**config.mk**
```make
export PLATFORM = sky130hd
export DESIGN_NAME = grid_arbiter
export DESIGN_NICKNAME = d
export VERILOG_FILES = /design/src/rtl/grid_arbiter.sv
export SDC_FILE = /design/constraint.sdc
export NUM_CORES = 1
export LEC_CHECK = 0
export CAP_MARGIN = 20
export CORE_ASPECT_RATIO = 0.5
export CORE_MARGIN = 2
export CORE_UTILIZATION = 34
export DETAILED_ROUTE_END_ITERATION = 8
export DONT_BUFFER_PORTS = 1
export PLACE_DENSITY_LB_ADDON = 0.12
export SKIP_CTS_REPAIR_TIMING = 1
export SLEW_MARGIN = 20
export SYNTH_ARGS = -nofsm -noshare
export SYNTH_HDL_FRONTEND = slang
export SYNTH_SLANG_ARGS = --single-unit
```
**constraint.sdc**
```tcl
create_clock -name clk -period 9.3 [get_ports clk]
set_input_delay 0.93 -clock clk [delete_from_list [all_inputs] [get_ports clk]]
set_output_delay 0.93 -clock clk [all_outputs]
set_load 0.01 [all_outputs]
```
**src/rtl/grid_arbiter.sv**
```systemverilog
// grid_arbiter: round-robin arbiter that gives NREQ requesters serialized
// access to a shared grid RAM. Supports read, write, atomic claim
// (read-check-write on an EMPTY cell) and no-op. Claim failures are counted.
//
// Handshake: a requester raises req with op/addr/wdata stable and holds it
// until it sees its done bit. gnt stays high from the arbitration edge
// through the DONE cycle. done pulses for exactly one cycle. rdata and
// claim_ok are valid with done and hold until a later transaction updates
// them. Dropping req mid-transaction does not abort it.
module grid_arbiter #(
    parameter int                NREQ       = 2,
    parameter int                ADDR_W     = 32,
    parameter int                DATA_W     = 32,
    parameter int                GRID_CELLS = 49,
    parameter logic [DATA_W-1:0] EMPTY      = '1
) (
    input  logic                     clk,
    input  logic                     reset,
    input  logic [NREQ-1:0]          req,
    input  logic [2*NREQ-1:0]        op,
    input  logic [ADDR_W*NREQ-1:0]   addr,
    input  logic [DATA_W*NREQ-1:0]   wdata,
    output logic [NREQ-1:0]          gnt,
    output logic [NREQ-1:0]          done,
    output logic [DATA_W-1:0]        rdata,
    output logic                     claim_ok,
    output logic                     busy,
    output logic [15:0]              conflicts,
    output logic                     mem_re,
    output logic                     mem_we,
    output logic [ADDR_W-1:0]        mem_addr,
    output logic [DATA_W-1:0]        mem_wdata,
    input  logic [DATA_W-1:0]        mem_rdata,
    output logic [2:0]               dbg_state
);

    localparam int IDX_W = (NREQ > 1) ? $clog2(NREQ) : 1;

    localparam logic [1:0] OP_RD  = 2'b00;
    localparam logic [1:0] OP_WR  = 2'b01;
    localparam logic [1:0] OP_CL  = 2'b10;

    typedef enum logic [2:0] {
        ST_IDLE  = 3'd0,
        ST_RD    = 3'd1,
        ST_RWAIT = 3'd2,
        ST_WR    = 3'd3,
        ST_CW    = 3'd4,
        ST_DONE  = 3'd5
    } state_t;

    state_t              state_q, state_d;
    logic [IDX_W-1:0]    winner_q, winner_d;
    logic [IDX_W-1:0]    rr_q, rr_d;
    logic [1:0]          op_q, op_d;
    logic [ADDR_W-1:0]   addr_q, addr_d;
    logic [DATA_W-1:0]   wdata_q, wdata_d;
    logic [DATA_W-1:0]   rdata_q, rdata_d;
    logic                claim_ok_q, claim_ok_d;
    logic [15:0]         conflicts_q, conflicts_d;

    // Per-requester views of the flattened request buses.
    logic [1:0]          op_arr    [NREQ];
    logic [ADDR_W-1:0]   addr_arr  [NREQ];
    logic [DATA_W-1:0]   wdata_arr [NREQ];

    logic                arb_found;
    logic [IDX_W-1:0]    arb_pick;
    logic [IDX_W-1:0]    cand;
    int                  cand_i;
    logic [1:0]          sel_op;
    logic [ADDR_W-1:0]   sel_addr;
    logic [DATA_W-1:0]   sel_wdata;
    logic                sel_oor;

    // Split the flattened request buses into per-requester fields.
    always_comb begin
        for (int i = 0; i < NREQ; i++) begin
            op_arr[i]    = op[2*i +: 2];
            addr_arr[i]  = addr[ADDR_W*i +: ADDR_W];
            wdata_arr[i] = wdata[DATA_W*i +: DATA_W];
        end
    end

    // Round-robin search: first requester at or after rr_q, wrapping.
    always_comb begin
        arb_found = 1'b0;
        arb_pick  = '0;
        cand_i    = 0;
        cand      = '0;
        for (int k = 0; k < NREQ; k++) begin
            cand_i = int'(rr_q) + k;
            if (cand_i >= NREQ) begin
                cand_i = cand_i - NREQ;
            end
            cand = IDX_W'(cand_i);
            if (!arb_found && req[cand]) begin
                arb_found = 1'b1;
                arb_pick  = cand;
            end
        end
    end

    // Fields of the arbitration candidate, plus its address range check.
    always_comb begin
        sel_op    = op_arr[arb_pick];
        sel_addr  = addr_arr[arb_pick];
        sel_wdata = wdata_arr[arb_pick];
        sel_oor   = (sel_addr >= ADDR_W'(GRID_CELLS));
    end

    // State and datapath registers; reset aborts any transaction in flight.
    always_ff @(posedge clk or posedge reset) begin
        if (reset) begin
            state_q     <= ST_IDLE;
            winner_q    <= '0;
            rr_q        <= '0;
            op_q        <= '0;
            addr_q      <= '0;
            wdata_q     <= '0;
            rdata_q     <= '0;
            claim_ok_q  <= 1'b0;
            conflicts_q <= '0;
        end else begin
            state_q     <= state_d;
            winner_q    <= winner_d;
            rr_q        <= rr_d;
            op_q        <= op_d;
            addr_q      <= addr_d;
            wdata_q     <= wdata_d;
            rdata_q     <= rdata_d;
            claim_ok_q  <= claim_ok_d;
            conflicts_q <= conflicts_d;
        end
    end

    // Next-state and datapath update for each FSM state.
    always_comb begin
        state_d     = state_q;
        winner_d    = winner_q;
        rr_d        = rr_q;
        op_d        = op_q;
        addr_d      = addr_q;
        wdata_d     = wdata_q;
        rdata_d     = rdata_q;
        claim_ok_d  = claim_ok_q;
        conflicts_d = conflicts_q;
        unique case (state_q)
            ST_IDLE: begin
                if (arb_found) begin
                    winner_d = arb_pick;
                    op_d     = sel_op;
                    addr_d   = sel_addr;
                    wdata_d  = sel_wdata;
                    if (sel_oor) begin
                        // Out-of-range cells complete immediately, no RAM access.
                        rdata_d    = EMPTY;
                        claim_ok_d = 1'b0;
                        state_d    = ST_DONE;
                    end else if (sel_op == OP_RD || sel_op == OP_CL) begin
                        state_d = ST_RD;
                    end else if (sel_op == OP_WR) begin
                        state_d = ST_WR;
                    end else begin
                        state_d = ST_DONE;
                    end
                end
            end
            ST_RD: begin
                state_d = ST_RWAIT;
            end
            ST_RWAIT: begin
                rdata_d = mem_rdata;
                if (op_q == OP_CL) begin
                    if (mem_rdata == EMPTY) begin
                        // Cell free: write follows directly, nobody else can
                        // reach the RAM before it.
                        claim_ok_d = 1'b1;
                        state_d    = ST_CW;
                    end else begin
                        claim_ok_d = 1'b0;
                        if (conflicts_q != 16'hFFFF) begin
                            conflicts_d = conflicts_q + 16'd1;
                        end
                        state_d = ST_DONE;
                    end
                end else begin
                    state_d = ST_DONE;
                end
            end
            ST_WR, ST_CW: begin
                state_d = ST_DONE;
            end
            ST_DONE: begin
                // Winner moves to the back of the round-robin order.
                rr_d    = (winner_q == IDX_W'(NREQ-1)) ? '0 : winner_q + IDX_W'(1);
                state_d = ST_IDLE;
            end
            default: begin
                state_d = ST_IDLE;
            end
        endcase
    end

    // Outputs decoded from registered state only.
    always_comb begin
        gnt       = '0;
        done      = '0;
        busy      = 1'b0;
        mem_re    = 1'b0;
        mem_we    = 1'b0;
        mem_addr  = '0;
        mem_wdata = '0;
        if (state_q != ST_IDLE) begin
            gnt[winner_q] = 1'b1;
            busy          = 1'b1;
        end
        unique case (state_q)
            ST_RD: begin
                mem_re   = 1'b1;
                mem_addr = addr_q;
            end
            ST_WR, ST_CW: begin
                mem_we    = 1'b1;
                mem_addr  = addr_q;
                mem_wdata = wdata_q;
            end
            ST_DONE: begin
                done[winner_q] = 1'b1;
            end
            default: begin
            end
        endcase
    end

    assign rdata     = rdata_q;
    assign claim_ok  = claim_ok_q;
    assign conflicts = conflicts_q;
    assign dbg_state = state_q;

endmodule

```
; Word level (Yosys, flattened, before mapping)
; Index checks and enable logic that the tools add are counted.
[totals]
in_bits = 168
register_bits = 120
output_inout_bits = 123
elab_cells = 95
[op_classes]
bitwise_logic = 2
n_reduce_logical = 14
n_addsub = 5
order_cmp = 8
mux = 44
n_eq_ne = 13
[ops]
columns = operator, count
row1 = 32-bit 2-to-1 mux, 10
row2 = 32-bit one-hot mux with 2 select lines, 1
row3 = 32-bit == test (second input constant), 1
row4 = 32-bit by 6-bit >= comparator with 1-bit output (second input constant), 1
row5 = 1-bit 2-to-1 mux, 20
row6 = 16-bit by 1-bit adder with 16-bit output (second input constant), 1
row7 = 16-bit != test (second input constant), 1
row8 = 3-bit 2-to-1 mux, 5
row9 = 3-bit one-hot mux with 4 select lines, 1
row10 = 2-bit 2-to-1 mux, 5
row11 = 4-bit AND reduction, 2
row12 = 3-bit by 2-bit == test with 1-bit output (second input constant), 2
row13 = 3-bit == test (second input constant), 2
row14 = 1-bit by 2-bit less-than comparator with 1-bit output (second input constant), 3
row15 = 2-bit != test (second input constant), 3
row16 = 2-bit == test (second input constant), 2
row17 = 2-bit >= comparator (second input constant), 2
row18 = 3-bit by 1-bit == test with 1-bit output (second input constant), 1
row19 = 3-bit zero test, 1
row20 = 3-bit AND reduction, 1
row21 = 3-bit nonzero test, 1
row22 = 3-bit OR reduction, 1
row23 = 1-bit by 1-bit adder with 2-bit output (second input constant), 1
row24 = 2-bit by 1-bit == test with 1-bit output (second input constant), 1
row25 = other kinds (15), 17

; Depth between registers and ports, before layout
[depth]
depth_word = 18
ltp_mapped = 9
ltp_nobuf = 6

; Worst setup path before layout
; OpenSTA, ideal clock, no wires.
[synth_path]
path_kind = input -> register
from = input addr[1]
to = register state_q[2] (netlist: dbg_state[2])
setup_time_ns = 0.128
setup_slack_ns = 6.853
required_ns = 9.172
arrival_time_ns = 2.319
cell_stages = 6
n_path_buf = 1
cell_sequence = or4_1 -> a311oi_1 -> mux2i_1 -> a21oi_2 -> buf_2 -> a21oi_1
[synth_between]
elab_chain_len = 7
[synth_rtl]
columns = element, line
row1 = start: declaration, 21  ; input logic [ADDR_W*NREQ-1:0] addr,
row2 = 32-bit 2-to-1 mux (implied by the code) (3 in series), 107  ; sel_addr = addr_arr[arb_pick];
row3 = 32-bit by 6-bit >= comparator with 1-bit output, 109  ; sel_oor = (sel_addr >= ADDR_W'(GRID_CELLS));
row4 = 3-bit 2-to-1 mux, 155  ; if (sel_oor) begin
row5 = 3-bit 2-to-1 mux, 150  ; if (arb_found) begin
row6 = 3-bit one-hot mux with 4 select lines, 148  ; unique case (state_q)
row7 = end signal: assignment, 125  ; state_q <= state_d;
row8 = end: declaration, 52  ; state_t state_q, state_d;
; No other way between the ends. The select of a mux whose other input is x is not followed.
; A chain may end at the register's enable or synchronous reset.

; Final worst setup path
[layout_path]
from = register state_q[2] (netlist: dbg_state[2])
to = output mem_wdata[13]
[layout_between]
elab_chain_len = 3
word_cells_on_any_way = 4
classes_between = 2 x eq/ne / 1 x mux / 1 x reduce/logical
[layout_rtl]
columns = element, line
row1 = 3-bit by 2-bit == test with 1-bit output or 3-bit == test (tied branches), 218  ; unique case (state_q)
row2 = 2-bit OR reduction (*), 218
row3 = 32-bit 2-to-1 mux (*), 218
row4 = end: declaration, 32  ; output logic [DATA_W-1:0] mem_wdata,
; Every way passes the cells marked *; elsewhere a longest branch is shown, timed or not.

==> reports/results.ini <==
[min_path]
min_to = wdata_q[31]
worstHoldStart = wdata_q[31]
hold_class = flop to flop
holdPathStages = 2

[power_and_ir_drop]
power.density_nw_per_um2 = 349
power_leakage_nw = 3.08
peakVddDrop_mv = 0.171

[route]
wire_per_inst_um = 19.9
ant_nets = 0
routed_wl_um = 17600
first_iter_violations = 184
via_count = 4737
vias_per_cell = 5.38
drcViolationCount = 0
drtPass1Iterations = 4

[synthesis]
async_reset_ff_share_pct = 100
ys_seq_area_share_pct = 48.6
synth_seq_cells = 120
yosys.area_share.adder_pct = 0.202
synth_xor_area_share_pct = 2.12
dominantRegCellSynth = dfrtp_1
synth_area_um2 = 6180
yosysTopAreaCell = dfrtp_1
synthTopCellsByArea = dfrtp_1 49%, mux2i_1 11%, o21ai_1 5.5%
yosys_warnings = 0
synth_top_family_by_area = simple AND/OR/NAND/NOR gates
synth_compound_area_share_pct = 12.9
syn_avg_cell_area_um2 = 9.37
netlist_instances = 660
syn_nets = 829
synth-simple-area-share_pct = 20.8
synthMuxAreaShare_pct = 11.6
synth_edf_count = 0
yosys.area.top_type_share_pct = 48.6
yosys.cell_types.count = 42

[global_routing]
grt.overflow.total = 0
grt_pass1_wl_um = 27200
grt_pass1_vias = 4724
antenna_found_initial = 0
grt_max_degree = 77
gr-usage-all-layers_pct = 18.1

[setup_path]
crit_fanout = 67
rrSetupSlack_ns = 6.50
cp_top_family = flip-flops
r2r-end = dbg_state[1]
worstPathCellList = or2_2, buf_4, and3_1
critPathMaxStageDelay_ns = 0.58
r2r_cells = 4
cp-start-kind = flop
crit_path_end_kind = output pin
reg2reg_from = rr_q
critical_path_required_ns = 8.37
crit_slowest_cell = dfrtp_1
cp.arrival_ns = 2.12
worst-path-buf-inv = 1
path_class = flop to output pin

[layout]
antenna_cells = 0
final_nets = 804
drive_gt1_share_pct = 7.73
final_cell_mix = 120 x dfrtp_1, 73 x nand2_1, 69 x mux2i_1
syn_to_final_growth_pct = 12.6
final_common_cell = dfrtp_1

[clock_network]
cts-root-buf = clkbuf_16
htree_levels = 4
worstSkewPairLatency_ns = 0.40
cts_buffers = 17
path_clk_slew_ns = 0.06
cts_sinks = 120
clock_path_buffers = 2
cts_tree = yes

[timing]
setup_tns_ns = 0
slew_headroom_pct = 31.6
finalHoldViolCount = 0
max_freq_ghz = 0.328
finalClockSkew_ns = 0.00682
fin_crit_sh_pct = 32.8
worst_pin_slew_ns = 1.02
period_minus_slack_ns = 3.05
finalSetupViolCount = 0
drv_slew = 0
rsz0062_at_grt = false
hold-worst-slack_ns = 0.475

[floorplanning]
die-area_um2 = 19400
initial_utilization_pct = 35.2
core_area_um2 = 17600
rows = 34
die_w_um = 195
pin_count = 291
chipHeight_um = 99.4

[run_status]
status = completed

[place]
hpwl_um = 12100
port_buffers = 0
routabilityCongestion = 0.806

[flow_run]
cap_violations = 0

## cell usage after synthesis, types with 4 or more instances
cell and n:
a21oi_1 35, and2_1 37, and3_1 35, buf_2 5, clkbuf_1 41, dfrtp_1 120
inv_1 7, mux2i_1 69, nand2_1 74, nand3_1 9, nand4_1 18, nor2_1 45
nor4_1 10, o21ai_1 68, o22ai_1 32, or4_1 4, xnor2_1 15
## final cells by class
type | count | area [um^2]
clock buffers | 22 | 474
clock inverters | 9 | 123
fillers | 1791 | 10600
inverters | 7 | 31.3
multi-input cells | 482 | 2980
flip-flops and latches | 120 | 3000
well taps | 234 | 293
repair buffers | 7 | 65.1
## metrics by stage
| step | util, % | cells | power [mW] | area (um^2) | worst slack [ns] |
|---|---|---|---|---|---|
| CTS | 39.5 | 880 | 2.45 | 6940 | 5.93 |
| detailed placement | 36.1 | 849 | 1.77 | 6350 | 5.86 |
| floorplan | - | 660 | 1.56 | 6180 | 5.18 |
| global placement | 36.1 | 849 | 1.76 | 6350 | 5.94 |
| global route | 39.7 | 881 | 2.62 | 6970 | 6.08 |
| finish | 39.7 | 881 | 2.43 | 6970 | 6.25 |
## state kept, by name, summed over array words and instances, names as in the netlist
| name | cells |
|---|---|
| addr_q | 32 |
| claim_ok | 1 |
| conflicts | 16 |
| dbg_state | 3 |
| op_q | 2 |
| rdata | 32 |
| rr_q | 1 |
| wdata_q | 32 |
| winner_q | 1 |
## logic make-up after synthesis
group	Yosys count
simple gates	249
buf+inv	58
mux	71
flops	120
fa+ha+maj	1
xor+xnor	15
compound gates	146
## where the power goes
group | leakage, nW | switching (mW) | total [mW] | internal, mW
registers | 1.42 | 0.180 | 0.912 | 0.732
logic | 1.36 | 0.562 | 0.848 | 0.286
clock network | 0.296 | 0.234 | 0.673 | 0.439
total | 3.08 | 0.975 | 2.43 | 1.46
## worst max path at each step
| stage | endpoint | depth (start not counted) | start | slack, ns |
|---|---|---|---|---|
| 3_3_place_gp | dbg_state[1] | 5 | req[0] | 5.94 |
| 4_1_cts | mem_wdata[18] | 2 | dbg_state[0] | 5.93 |
| 5_1_grt | rdata[11] | 5 | req[0] | 6.08 |
| 2_1_floorplan | addr_q[0] | 1 | reset | 5.18 |
| 3_5_place_dp | dbg_state[1] | 5 | req[0] | 5.86 |
| 6_report | mem_wdata[13] | 3 | dbg_state[2] | 6.25 |
## worst register-to-register path: stages (launching register included)
cell and delay [ns]:
dfrtp_1 0.41, o21ai_4 0.78, mux2i_1 0.40, a21oi_4 0.85, a41o_1 0.30
## routing by layer
layer	part of all wire (%)	vias up	GRT usage (%)
met5	0	-	0
met4	0.96	0	5.40
met3	6.0	11	4.51
met2	46	147	28.0
met1	47	2286	25.1
li1	-	2293	-
(Power assumes the default switching activity.)
